==> config.mk <==
export PLATFORM = sky130hd
export DESIGN_NAME = pitch_gen
export DESIGN_NICKNAME = d
export VERILOG_FILES = /design/src/rtl/pitch_gen.sv
export SDC_FILE = /design/constraint.sdc
export NUM_CORES = 1
export LEC_CHECK = 0
export BUFFER_PORTS_ARGS = -buffer_cell sky130_fd_sc_hd__buf_2
export CAP_MARGIN = 20
export CORE_AREA = 2 2 43 45
export CTS_CLUSTER_SIZE = 25
export DETAILED_ROUTE_END_ITERATION = 12
export DIE_AREA = 0 0 45 47
export GPL_TIMING_DRIVEN = 1
export PLACE_DENSITY = 0.79
export SYNTH_ARGS = -nofsm -noshare
export SYNTH_HDL_FRONTEND = slang
export SYNTH_SLANG_ARGS = --single-unit
==> constraint.sdc <==
create_clock -name clk -period 2.6 [get_ports clk]
set_input_delay 0.39 -clock clk [delete_from_list [all_inputs] [get_ports clk]]
set_output_delay 0.39 -clock clk [all_outputs]
set_load 0.02 [all_outputs]
==> src/rtl/pitch_gen.sv <==
// Pitch generator: latches the pitch type, sweeps a one-hot ball from MSB to LSB, and resolves the swing as HIT or STRIKE.
// Latency: the ball appears on the edge after the accepted pitch; done rises on the edge that resolves the pitch.
// Backpressure: none; pitch and hit are single-cycle pulses, ignored outside the states that use them.
module pitch_gen #(
    parameter int N_LED      = 8,
    parameter int FAST_TICKS = 3,
    parameter int SLOW_TICKS = 6,
    parameter int HIT_WINDOW = 2
) (
    input  logic             clk,
    input  logic             rst,
    input  logic [1:0]       mode,
    input  logic             pitch,
    input  logic             hit,
    output logic [N_LED-1:0] led,
    output logic             busy,
    output logic             done,
    output logic [1:0]       result
);

    localparam int MAX_TICKS = (FAST_TICKS > SLOW_TICKS) ? FAST_TICKS : SLOW_TICKS;
    localparam int TW        = $clog2(MAX_TICKS);
    localparam int PW        = $clog2(N_LED);

    localparam logic [TW-1:0] FAST_LAST = TW'(FAST_TICKS - 1);
    localparam logic [TW-1:0] SLOW_LAST = TW'(SLOW_TICKS - 1);
    localparam logic [PW-1:0] HALF_P    = PW'(N_LED / 2);
    localparam logic [PW-1:0] LAST_P    = PW'(N_LED - 1);
    localparam logic [PW-1:0] HIT_START = PW'(N_LED - HIT_WINDOW);

    localparam logic [1:0] M_FAST   = 2'd0;
    localparam logic [1:0] M_CHANGE = 2'd1;
    localparam logic [1:0] M_SLIDER = 2'd2;

    localparam logic [1:0] R_NONE   = 2'd0;
    localparam logic [1:0] R_HIT    = 2'd1;
    localparam logic [1:0] R_STRIKE = 2'd2;

    typedef enum logic [1:0] {
        S_IDLE   = 2'd0,
        S_FLIGHT = 2'd1,
        S_DONE   = 2'd2
    } state_t;

    state_t        r_state, w_state;
    logic [PW-1:0] r_p, w_p;
    logic [TW-1:0] r_timer, w_timer;
    logic [1:0]    r_mode, w_mode;
    logic [1:0]    r_result, w_result;
    logic [TW-1:0] w_last;
    logic [PW-1:0] w_idx;

    // Last timer value of the current step, from the latched pitch type and ball position
    always_comb begin
        w_last = FAST_LAST;
        case (r_mode)
            M_CHANGE: w_last = SLOW_LAST;
            M_SLIDER: w_last = (r_p >= HALF_P) ? SLOW_LAST : FAST_LAST;
            default:  w_last = FAST_LAST;
        endcase
    end

    // Next-state logic: accept pitch, step the ball, resolve swing or final expiry
    always_comb begin
        w_state  = r_state;
        w_p      = r_p;
        w_timer  = r_timer;
        w_mode   = r_mode;
        w_result = r_result;
        case (r_state)
            S_IDLE: begin
                if (pitch) begin
                    w_state  = S_FLIGHT;
                    w_mode   = (mode == 2'd3) ? M_FAST : mode;
                    w_p      = '0;
                    w_timer  = '0;
                    w_result = R_NONE;
                end
            end
            S_FLIGHT: begin
                if (hit) begin
                    // A swing wins over a coinciding final expiry
                    w_result = (r_p >= HIT_START) ? R_HIT : R_STRIKE;
                    w_state  = S_DONE;
                end else if (r_timer == w_last) begin
                    w_timer = '0;
                    if (r_p == LAST_P) begin
                        w_result = R_STRIKE;
                        w_state  = S_DONE;
                    end else begin
                        w_p = r_p + PW'(1);
                    end
                end else begin
                    w_timer = r_timer + TW'(1);
                end
            end
            S_DONE: begin
                w_state = S_IDLE;
            end
            default: begin
                w_state = S_IDLE;
            end
        endcase
    end

    // State registers with synchronous reset
    always_ff @(posedge clk) begin
        if (rst) begin
            r_state  <= S_IDLE;
            r_p      <= '0;
            r_timer  <= '0;
            r_mode   <= M_FAST;
            r_result <= R_NONE;
        end else begin
            r_state  <= w_state;
            r_p      <= w_p;
            r_timer  <= w_timer;
            r_mode   <= w_mode;
            r_result <= w_result;
        end
    end

    // Ball display: position p maps to led[N_LED-1-p]; held through the DONE cycle
    always_comb begin
        w_idx = LAST_P - r_p;
        led   = '0;
        if (r_state != S_IDLE) begin
            led[w_idx] = 1'b1;
        end
    end

    assign busy   = (r_state == S_FLIGHT);
    assign done   = (r_state == S_DONE);
    assign result = r_result;

endmodule

[Word-level counts from Yosys, hierarchy flattened]
Index checks and enable logic that the tools add are counted.
Cells by class
  add/subtract/negate cells: 3
  order comparisons: 4
  eq/ne operators: 13
  muxes and demuxes: 23
  reduce and logical (&&, ||, !) cells: 9
Operators by type and width (number)
  $mux 3: 7
  $pmux 3 s2: 3
  $mux 2: 8
  $mux 8: 1
  $pmux 2 s2: 2
  $add 3x1->3 const B: 2
  $eq 2x2->1 const B: 3
  $ge 3x3->1 const B: 2
  $ne 2x2->1 const B: 3
  $ne 3x2->1 const B: 2
  $reduce_and 3->1: 2
  $reduce_and 5->1: 1
  $eq 2x1->1 const B: 2
  $lt 3x4->1 const B: 1
  $reduce_and 4->1: 1
  $reduce_bool 2->1: 2
  $demux 1 s3: 1
  $eq 3x3->1: 1
  $eq 3x3->1 const B: 1
  $ge 3x1->1 const B: 1
  $sub 3x3->3 const A: 1
  $logic_not 2->1: 1
  $ne 2x1->1 const B: 1
  $reduce_and 2->1: 1
  2 further kinds: 2
Word-level totals
  flip-flop bits (word level): 12
  bits of input ports: 6
  output and inout port bits: 12
  word-level logic and storage cells: 57

[Logic depth before layout (Yosys ltp)]
  word-level depth: 7
  mapped depth: 7
  mapped depth without buffers: 7

[Worst setup path after synthesis]
OpenSTA, ideal clock, no wires.
  path kind: reg-to-reg
  start point: register r_mode[0]
  end point: register r_p[1]
  library setup time: 117 ps
  data arrival time: 1609 ps
  data required time: 2483 ps
  path slack: 873 ps
  cell stages (with the launch flop): 7
  buffers on the path: 0
  path through: dfxtp_1 inv_1 ha_1 or3_4 a211oi_1 o21ai_1 a32o_2
Between the ends
  word-level cells in the longest chain between the ends: 5
Ends and longest elaborated chain
  from (decl): line 48  | logic [1:0] r_mode, w_mode;
  from (signal assigned): line 118  | r_mode <= w_mode;
  $eq 2x2->1 or $eq 2x1->1 (tied branches): line 56  | case (r_mode)
  $pmux 3 s2 *: line 56
  $eq 3x3->1 *: line 85  | end else if (r_timer == w_last) begin
  $ne 2x1->1 (no line) *
  $reduce_and 5->1 (no line) *
  to (signal assigned): line 116  | r_p <= w_p;
  to (decl): line 46  | logic [PW-1:0] r_p, w_p;
Every way passes the cells marked *; elsewhere a longest branch is shown, timed or not.
A chain may end at the register's enable or synchronous reset.

[Final worst setup path]
Ends and elaborated chain as after synthesis.

==> flow_summary.ini <==
[clock_network]
cts_tree = built
cts_buffers = 3
htree_num_levels = 1
clockBufferDepth = 2
path_clk_slew_ns = 0.07
postCtsSetupRepairBufs = 0
ctsResizeCount = 0
hold_buffers = 0
clock_latency_ns = 0.28
cts.sinks = 12
clockRootBuffer = clkbuf_4

[grt]
grt-ovfl-total = 0
grt_use_total_pct = 18.69
antenna_found_initial = 0
grt_max_degree = 11
grt_pass1_wl_um = 2808
grt_pass1_vias = 627

[setup_path]
slowest_stage = or3_4
critPathKind = reg2reg
crit_path_start = r_mode[0]
cpPeakStageDelay_ns = 0.40
required_ns = 2.77
critPathMaxFanout = 3
cp_cell_sequence = inv_1, ha_1, or3_4, a211oi_1, o21ai_1, a32o_2
crit_buf_inv = 1
arrival_ns = 2.01
cp-start-kind = register
rr_startpoint = r_mode[0]
end_kind = register
crit_family = compound AO/OA/AOI/OAI gates

[synth]
synth_area_leaders = dfxtp_1 33%, ha_1 8.5%, nor2_1 6.1%, a21oi_1 5.4%, nand2b_1 4.2%
synthArstFlopShare_pct = 0
yosys_warnings = 0
synth_edf_count = 0
synth_top_area_cell = dfxtp_1
syn_nets = 102
syn_area_um2 = 738.2
ys_seq_area_share_pct = 32.54
netlist_instances = 91
ys_types = 31
ys.flop_type = dfxtp_1
syn_area_per_cell_um2 = 8.112
synth_top_area_share_pct = 32.54
synth_seq_cells = 12

[sta]
fmax_mhz = 545.0
period_share_pct = 70.57
fin_crit_ns = 1.835
tightest_slew_ns = 0.4189
hold_viol = 0
clock_skew_ns = 0.001399
rsz0062_at_grt = false
drv_slew = 0
setup_tns_ns = 0
setup_viol_count_final = 0
relSlewSlack_pct = 71.78

[placement]
post-place-cells = 124
gp_congestion = 0.8048
portBuffers = 17
hpwl_um = 1279

[detailed_routing]
viasPerCell = 5.797
num_vias = 742
postRouteAntennaNets = 0
wl_per_cell_um = 12.98
wl_um = 1662
first_iter_violations = 18
drc = 0
dr.pass1.iters = 4

[die]
initial_utilization_pct = 44.70
die_area_um2 = 2115
row_count = 15
die_x_um = 45
die_h_um = 47
core_um2 = 1652
ioPinCount = 18

[pwr]
swShare_pct = 27.99
intPower_w = 0.0002981
comb_power_share_pct = 16.6
power_frac_seq_pct = 47.4
pwr_density_cell_nw_per_um2 = 472.0
p_clk_share_pct = 36.0
leakagePower_nw = 0.3803
ir_drop_mv = 0.2767
p_switching_w = 0.0001159

[layout]
num-fill-cells = 158
antenna_cells = 0
layout-drive-gt1-share_pct = 25.23
final_cell_mix = 17 x buf_2, 12 x nor2_1, 12 x dfxtp_1
layout.cells.non_filler = 128
area_delta_synth_final_pct = 18.81
nets = 123
final_common_cell = buf_2

[min_path]
hold_start = rst
hp-class = in2reg

[run]
drv_cap = 0

[status]
status = finished clean
-- final timing paths --
kind / end / slack (ns) / cells after the start
max reg2reg: r_p[1] / 0.77 / 6
max: r_p[1] / 0.77 / 6
min: r_timer[2] / 0.42 / 2
min reg2reg: r_timer[1] / 0.50 / 2
-- power by group through the flow --
stage	logic, W	registers, W	clock network, W
after floorplan	0.0000476	0.000200	0
after global placement	0.0000659	0.000200	0
after detailed placement	0.0000672	0.000201	0
after CTS	0.0000682	0.000196	0.000153
after global routing	0.0000768	0.000198	0.000164
final	0.0000686	0.000196	0.000149
-- flip-flops by register name, indices dropped and copies added (netlist names) --
name     flops
r_p          3
r_timer      3
r_mode       2
r_state      2
result       2
-- per-layer routing --
layer | up-vias | global-route usage [%] | share of wire, %
li1 | 374 | - | -
met1 | 345 | 24.77 | 46
met2 | 18 | 27.14 | 48
met3 | 5 | 6.154 | 4.8
met4 | 0 | 9.412 | 1.9
met5 | - | 0 | 0
-- stage by stage --
| stage | util (%) | setup WS (ns) | instance area (um^2) | total power [W] | hold slack (ns) |
|---|---|---|---|---|---|
| 2_1_floorplan | - | 0.8732 | 738.2 | 0.0002477 | 0.4602 |
| 3_3_place_gp | 50.91 | 0.8155 | 840.8 | 0.0002661 | 0.4824 |
| 3_5_place_dp | 50.91 | 0.7818 | 840.8 | 0.0002681 | 0.4840 |
| 4_1_cts | 53.11 | 0.7754 | 877.1 | 0.0004174 | 0.4112 |
| 5_1_grt | 53.11 | 0.6112 | 877.1 | 0.0004381 | 0.4168 |
| 6_report | 53.11 | 0.7652 | 877.1 | 0.0004140 | 0.4159 |
-- area by class of cell --
type	instances	area, um^2	area share (%)
clock buffer	4	36.28	4.137
inverter	5	18.77	2.140
multi-input combinational	73	475.5	54.21
sequential	12	240.2	27.39
tap	17	21.27	2.425
timing repair buffer	17	85.08	9.700
-- cells by family after synthesis --
kind of cell    after synthesis  synth area share, %
mux                           1                1.356
flops                        12                32.54
fa+ha+maj                     5                8.475
compound gates               26                23.56
buf+inv                       6                3.051
simple gates                 40                29.83
xor+xnor                      1                1.187
-- Yosys cell counts (all sizes together), types with 2 or more instances --
cell type,number
nand2,5
nand2b,5
a32o,2
o21ai,3
dfxtp,12
o21bai,2
nor3b,3
or3,3
o22ai,3
nor2b,2
nor3,6
a21o,2
a22oi,2
o211ai,2
inv,5
a21oi,8
nor2,12
ha,5
-- worst register-to-register path, delay by kind of cell (launching register included) --
kind	cells	cell delay [ns]
adder cells (fa/ha/maj)	1	0.30
flip-flops	1	0.36
AO/OA/AOI/OAI	3	0.61
AND/OR/NAND/NOR	1	0.40
buffers and inverters	1	0.06
Note: power is estimated with default switching activity, not from simulation.
